$ cat src/rtl/sap_pkg.sv
// rtl/sap_pkg.sv - shared opcodes, microstep encoding and control word for the SAP CPU
package sap_pkg;

  localparam logic [3:0] OP_NOP = 4'h0;
  localparam logic [3:0] OP_LDA = 4'h1;
  localparam logic [3:0] OP_ADD = 4'h2;
  localparam logic [3:0] OP_SUB = 4'h3;
  localparam logic [3:0] OP_STA = 4'h4;
  localparam logic [3:0] OP_LDI = 4'h5;
  localparam logic [3:0] OP_JMP = 4'h6;
  localparam logic [3:0] OP_JC  = 4'h7;
  localparam logic [3:0] OP_JZ  = 4'h8;
  localparam logic [3:0] OP_OUT = 4'hE;
  localparam logic [3:0] OP_HLT = 4'hF;

  typedef enum logic [2:0] {
    T0 = 3'd0,
    T1 = 3'd1,
    T2 = 3'd2,
    T3 = 3'd3,
    T4 = 3'd4
  } step_t;

  typedef struct packed {
    logic pc_out;
    logic mar_in;
    logic ram_out;
    logic ram_in;
    logic ir_in;
    logic ir_out;
    logic a_in;
    logic a_out;
    logic b_in;
    logic alu_out;
    logic alu_sub;
    logic out_in;
    logic pc_inc;
    logic pc_load;
  } ctrl_t;

endpackage

$ cat src/rtl/sap_alu.sv
// rtl/sap_alu.sv - combinational A+B / A-B with carry (no-borrow on subtract) and zero
module sap_alu #(
  parameter int DATA_W = 8
) (
  input  logic [DATA_W-1:0] a,
  input  logic [DATA_W-1:0] b,
  input  logic              sub,
  output logic [DATA_W-1:0] result,
  output logic              carry,
  output logic              zero
);

  logic [DATA_W:0]   sum;
  logic [DATA_W-1:0] b_op;

  // Subtract as A + ~B + 1 so the carry-out reads directly as "A >= B".
  always_comb begin
    b_op   = sub ? ~b : b;
    sum    = {1'b0, a} + {1'b0, b_op} + {{DATA_W{1'b0}}, sub};
    result = sum[DATA_W-1:0];
    carry  = sum[DATA_W];
    zero   = (sum[DATA_W-1:0] == '0);
  end

endmodule

$ cat src/rtl/sap_cpu_param.sv
// rtl/sap_cpu_param.sv - parametrised single-bus SAP CPU with step-enable and program port
// Optional SAP_DEBUG_BUS_EN exposes bus_dbg and step_dbg.
module sap_cpu_param
  import sap_pkg::*;
#(
  parameter int DATA_W = 8
) (
  input  logic                clk,
  input  logic                rst_n,
  input  logic                step_en,
  input  logic                run,
  input  logic                prog_we,
  input  logic [DATA_W-5:0]   prog_addr,
  input  logic [DATA_W-1:0]   prog_data,
  output logic [DATA_W-1:0]   out_data,
  output logic                out_valid,
  output logic                halted,
  output logic                flag_c,
  output logic                flag_z
`ifdef SAP_DEBUG_BUS_EN
  ,
  output logic [DATA_W-1:0]   bus_dbg,
  output logic [2:0]          step_dbg
`endif
);

  localparam int ADDR_W = DATA_W - 4;
  localparam int DEPTH  = 2 ** ADDR_W;

  logic [ADDR_W-1:0] pc_q, pc_d, mar_q, mar_d;
  logic [DATA_W-1:0] ir_q, ir_d, a_q, a_d, b_q, b_d, out_data_q, out_data_d;
  logic              out_valid_q, out_valid_d, flag_c_q, flag_c_d;
  logic              flag_z_q, flag_z_d, halted_q, halted_d;
  step_t             step_q, step_d;

  logic [DATA_W-1:0] ram_q [DEPTH];
  logic [DATA_W-1:0] ram_rd, bus, alu_res;
  logic [3:0]        ir_op;
  logic              adv, last, hlt, flags_we, alu_c, alu_z;
  ctrl_t             ctrl;

  logic              ram_we;
  logic [ADDR_W-1:0] ram_waddr;
  logic [DATA_W-1:0] ram_wdata;

  assign adv    = step_en & run & ~halted_q;
  assign ram_rd = ram_q[mar_q];
  assign ir_op  = ir_q[DATA_W-1:ADDR_W];

  sap_alu #(.DATA_W(DATA_W)) u_alu (
    .a      (a_q),
    .b      (b_q),
    .sub    (ctrl.alu_sub),
    .result (alu_res),
    .carry  (alu_c),
    .zero   (alu_z)
  );

  // Microcode: control word for the current step and instruction.
  always_comb begin
    ctrl     = '0;
    last     = 1'b0;
    hlt      = 1'b0;
    flags_we = 1'b0;
    case (step_q)
      T0: begin
        ctrl.pc_out = 1'b1;
        ctrl.mar_in = 1'b1;
      end
      T1: begin
        ctrl.ram_out = 1'b1;
        ctrl.ir_in   = 1'b1;
        ctrl.pc_inc  = 1'b1;
        // IR is not loaded yet, so NOP is recognised from the word on the bus.
        last = (ram_rd[DATA_W-1:ADDR_W] == OP_NOP);
      end
      T2: begin
        case (ir_op)
          OP_LDA, OP_ADD, OP_SUB, OP_STA: begin
            ctrl.ir_out = 1'b1;
            ctrl.mar_in = 1'b1;
          end
          OP_LDI: begin
            ctrl.ir_out = 1'b1;
            ctrl.a_in   = 1'b1;
            last        = 1'b1;
          end
          OP_JMP, OP_JC, OP_JZ: begin
            ctrl.ir_out  = 1'b1;
            ctrl.pc_load = (ir_op == OP_JMP) || (ir_op == OP_JC && flag_c_q) ||
                           (ir_op == OP_JZ && flag_z_q);
            last         = 1'b1;
          end
          OP_OUT: begin
            ctrl.a_out  = 1'b1;
            ctrl.out_in = 1'b1;
            last        = 1'b1;
          end
          OP_HLT: begin
            hlt  = 1'b1;
            last = 1'b1;
          end
          default: last = 1'b1;
        endcase
      end
      T3: begin
        case (ir_op)
          OP_LDA: begin
            ctrl.ram_out = 1'b1;
            ctrl.a_in    = 1'b1;
            last         = 1'b1;
          end
          OP_ADD, OP_SUB: begin
            ctrl.ram_out = 1'b1;
            ctrl.b_in    = 1'b1;
          end
          OP_STA: begin
            ctrl.a_out  = 1'b1;
            ctrl.ram_in = 1'b1;
            last        = 1'b1;
          end
          default: last = 1'b1;
        endcase
      end
      T4: begin
        ctrl.alu_out = 1'b1;
        ctrl.alu_sub = (ir_op == OP_SUB);
        ctrl.a_in    = 1'b1;
        flags_we     = 1'b1;
        last         = 1'b1;
      end
      default: last = 1'b1;
    endcase
  end

  always_comb begin
    bus = '0;
    if (ctrl.pc_out)  bus = DATA_W'(pc_q);
    if (ctrl.ram_out) bus = ram_rd;
    if (ctrl.ir_out)  bus = DATA_W'(ir_q[ADDR_W-1:0]);
    if (ctrl.a_out)   bus = a_q;
    if (ctrl.alu_out) bus = alu_res;
  end

  always_comb begin
    pc_d        = pc_q;
    mar_d       = mar_q;
    ir_d        = ir_q;
    a_d         = a_q;
    b_d         = b_q;
    out_data_d  = out_data_q;
    out_valid_d = 1'b0;
    flag_c_d    = flag_c_q;
    flag_z_d    = flag_z_q;
    halted_d    = halted_q;
    step_d      = step_q;
    if (adv) begin
      if (ctrl.mar_in)  mar_d = bus[ADDR_W-1:0];
      if (ctrl.ir_in)   ir_d = bus;
      if (ctrl.pc_inc)  pc_d = pc_q + ADDR_W'(1);
      if (ctrl.pc_load) pc_d = bus[ADDR_W-1:0];
      if (ctrl.a_in)    a_d = bus;
      if (ctrl.b_in)    b_d = bus;
      if (ctrl.out_in)  out_data_d = bus;
      out_valid_d = ctrl.out_in;
      if (flags_we) begin
        flag_c_d = alu_c;
        flag_z_d = alu_z;
      end
      if (hlt) halted_d = 1'b1;
      step_d = last ? T0 : step_t'(step_q + 3'd1);
    end
  end

  always_ff @(posedge clk or negedge rst_n) begin
    if (!rst_n) begin
      pc_q        <= '0;
      mar_q       <= '0;
      ir_q        <= '0;
      a_q         <= '0;
      b_q         <= '0;
      out_data_q  <= '0;
      out_valid_q <= 1'b0;
      flag_c_q    <= 1'b0;
      flag_z_q    <= 1'b0;
      halted_q    <= 1'b0;
      step_q      <= T0;
    end else begin
      pc_q        <= pc_d;
      mar_q       <= mar_d;
      ir_q        <= ir_d;
      a_q         <= a_d;
      b_q         <= b_d;
      out_data_q  <= out_data_d;
      out_valid_q <= out_valid_d;
      flag_c_q    <= flag_c_d;
      flag_z_q    <= flag_z_d;
      halted_q    <= halted_d;
      step_q      <= step_d;
    end
  end

  // STA only writes while run=1 and the program port only while run=0.
  assign ram_we    = (adv & ctrl.ram_in) | (~run & prog_we);
  assign ram_waddr = run ? mar_q : prog_addr;
  assign ram_wdata = run ? bus : prog_data;

  always_ff @(posedge clk) begin
    if (ram_we) ram_q[ram_waddr] <= ram_wdata;
  end

  assign out_data  = out_data_q;
  assign out_valid = out_valid_q;
  assign halted    = halted_q;
  assign flag_c    = flag_c_q;
  assign flag_z    = flag_z_q;

`ifdef SAP_DEBUG_BUS_EN
  assign bus_dbg  = bus;
  assign step_dbg = step_q;
`endif

endmodule

$ cat config.mk
export PLATFORM = sky130hd
export DESIGN_NAME = sap_cpu_param
export DESIGN_NICKNAME = d
export VERILOG_FILES = /design/src/rtl/sap_pkg.sv /design/src/rtl/sap_alu.sv /design/src/rtl/sap_cpu_param.sv
export SDC_FILE = /design/constraint.sdc
export NUM_CORES = 1
export LEC_CHECK = 0
export CAP_MARGIN = 20
export CORE_MARGIN = 2
export CORE_UTILIZATION = 60
export DETAILED_ROUTE_END_ITERATION = 10
export MAX_ROUTING_LAYER = met4
export PLACE_DENSITY_LB_ADDON = 0.1
export REMOVE_ABC_BUFFERS = 1
export SLEW_MARGIN = 25
export SYNTH_ARGS = -nofsm -noshare
export SYNTH_HDL_FRONTEND = slang
export SYNTH_SLANG_ARGS = --single-unit
$ cat constraint.sdc
create_clock -name clk -period 6 [get_ports clk]
set_input_delay 1.2 -clock clk [delete_from_list [all_inputs] [get_ports clk]]
set_output_delay 1.2 -clock clk [all_outputs]
set_load 0.005 [all_outputs]
==> out/qor.csv <==
metric,value,unit
Yosys top cell area share,47.4,%
Routed Antenna Nets,0,
PwrDens,442,nW/um2
outcome,finished clean,
clk sinks,175,
"EDFF count, synth",128,
I/O pins,29,
htree depth,4,
Cell Rows,42,
overall routing resource usage,28.6,%
Worst Setup End Kind,register,
gr ovfl total,0,
Min-Delay Path Class,register to register,
post-synth top area cell,edfxtp_1,
CP max stage delay,700,ps
Pins Over Slew Limit,0,
Die W,120,um
ant diodes,0,
CP max FO,16,
Nets,648,
initial antenna violation count,0,
Slew HR,33.4,%
worst-skew pair later-pin latency,430,ps
Period minus WS final,4220,ps
chip height,120,um
vias,5224,
Max VDD drop,0.000381,V
Post-Syn Area,8110,um2
share of flip-flops with an asynchronous set or reset,26.9,%
routed len/inst,23.3,um
"Top FF cell, synth",edfxtp_1,
CTS Buf Count,17,
vias per inst,6.49,
total power,4.06,mW
CTS Root Cell,clkbuf_16,
Post-route DRC,0,
critical-path cell list,"inv_1, ha_1, and2_1, nand2_1, xnor2_1, ha_1, a2111oi_0, o21ba_2, a211o_1, nor3_1, a311oi_1, a21oi_2",
most frequent cell on the critical path,ha_1,
first-pass GRT wire length,29.1,mm
unrepaired setup endpoints after global routing,false,
critical path arrival,4360,ps
most frequent cells after synthesis,"edfxtp_1, nor2_1, dfrtp_1",
Routed Wire Length,18.8,mm
post-CTS setup buffer count,0,
Cell variety after synth,63,
Max Fclk,237,MHz
Worst setup SP type,register,
largest net degree at the start of global routing,48,
slowest cell on the critical path,a2111oi_0,
final core utilization,69.5,%
core area,13200,um2
layout cells sized above 1,16.2,%
number of max-cap violations,0,
Die ar.,14500,um2
Avg Inst Size Synth,13.8,um2
Initial Utilization,61.3,%
gpl congestion,0.947,
CTS Hold Bufs,0,
post-synthesis register bit count,175,
CP bufs+invs,1,
Cells after Synth,587,
clock slew at reported path FFs,70,ps
IO buf count,28,
register area share after synthesis,61.9,%
final clock skew,7.52,ps
Leak,3.31,nW
top-count cell post-synth,edfxtp_1,
DR iter-0 viols,720,
crit share post-route,70.3,%
Ys Warns,0,
"Hold Vio Cnt, Final",0,
Final Setup Violations,0,
TritonRoute pass-1 iters,7,
post-route setup TNS,0,ps
vias in the first global route,5075,
CP Class,register to register,
Max Root-Sink Buffers,2,
worst-margin pin slew,995,ps
required time worst endpoint,6140,ps
area grow syn2layout,13.4,%
"CP delay by family, top",compound AO/OA/AOI/OAI gates,
post-cts resize count,0,
synth top area cells,"edfxtp_1, dfrtp_1, mux4_2",
CTS tree,built,
hpwl dp,12.7,mm
-- logic make-up after synthesis --
| logic type | synth area share (%) |
|---|---|
| AND/OR/NAND/NOR | 9.10 |
| XOR/XNOR | 1.40 |
| flip-flops | 61.9 |
| buffers and inverters | 2.27 |
| multiplexers | 11.4 |
| adder cells (fa/ha/maj) | 2.41 |
| AO/OA/AOI/OAI | 11.5 |
-- worst min-delay path, delay by kind of cell (launching register included) --
family / cells / cell delay (ps)
flip-flops: 1 / 350
AO/OA/AOI/OAI: 1 / 60
AND/OR/NAND/NOR: 1 / 50
-- registers in the layout, summed over array words and instances (netlist names) --
| register | flops |
|---|---|
| ram_q | 128 |
| a_q | 8 |
| b_q | 8 |
| ir_q | 8 |
| out_data | 8 |
| mar_q | 4 |
| pc_q | 4 |
| step_q | 3 |
| flag_c | 1 |
| flag_z | 1 |
| halted | 1 |
| out_valid | 1 |
-- routing by layer --
metal | vias up | wire (um) | track usage, %
met5 | - | 0 | -
met4 | 0 | 542 | 9.96
met3 | 49 | 1160 | 6.27
met2 | 225 | 9450 | 45.8
met1 | 2612 | 7600 | 36.9
li1 | 2338 | - | -
-- power by group --
group	internal [mW]	total, mW	switching (mW)
registers	1.50	1.67	0.169
clock network	0.637	1.14	0.507
logic	0.506	1.25	0.741
total	2.65	4.06	1.42
-- layout make-up --
class | instances | area [um2]
Tap cell | 176 | 220
Clock inverter | 15 | 200
Timing Repair Buffer | 38 | 353
Clock buffer | 17 | 425
Fill cell | 917 | 4040
Inverter | 15 | 56.3
Sequential cell | 175 | 5020
Multi-Input combinational cell | 369 | 2930
-- stage by stage --
step | setup WS [ps] | hold slack (ps) | cell area [um2] | instances
after floorplan | 1760 | 450 | 7980 | 559
after global placement | 1700 | 468 | 8550 | 773
after detailed placement | 1490 | 480 | 8570 | 773
after CTS | 1450 | 495 | 9190 | 805
after global routing | 1480 | 523 | 9200 | 805
final | 1780 | 491 | 9200 | 805
-- worst paths after layout --
| check | slack, ps | cells after the start | start | endpoint |
|---|---|---|---|---|
| hold reg to reg | 490 | 2 | ir_q[0] | ir_q[0] |
| setup / recovery | 1780 | 12 | step_q[0] | ram_q[5][7] |
| hold / removal | 490 | 2 | ir_q[0] | ir_q[0] |
| setup reg to reg | 1780 | 12 | step_q[0] | ram_q[5][7] |
| min in group asynchronous | 780 | 1 | rst_n | out_data[1] |
| max in group asynchronous | 4790 | 1 | rst_n | a_q[7] |
-- cell usage in the layout (no fill, tap or decap), types with 14 or more instances in the layout --
| cell type | Yosys | routed |
|---|---|---|
| edfxtp_1 | 128 | 128 |
| ha_1 | 14 | 14 |
| a21oi_1 | 33 | 30 |
| mux4_2 | 32 | 32 |
| nor2_1 | 53 | 53 |
| o21ai_0 | 25 | 25 |
| nand2_1 | 41 | 41 |
| clkdlybuf4s50_1 | 0 | 27 |
| dfrtp_1 | 47 | 47 |
| inv_1 | 15 | 15 |
| clkbuf_16 | 0 | 17 |
No activity file was read; power rests on OpenSTA's default activity.
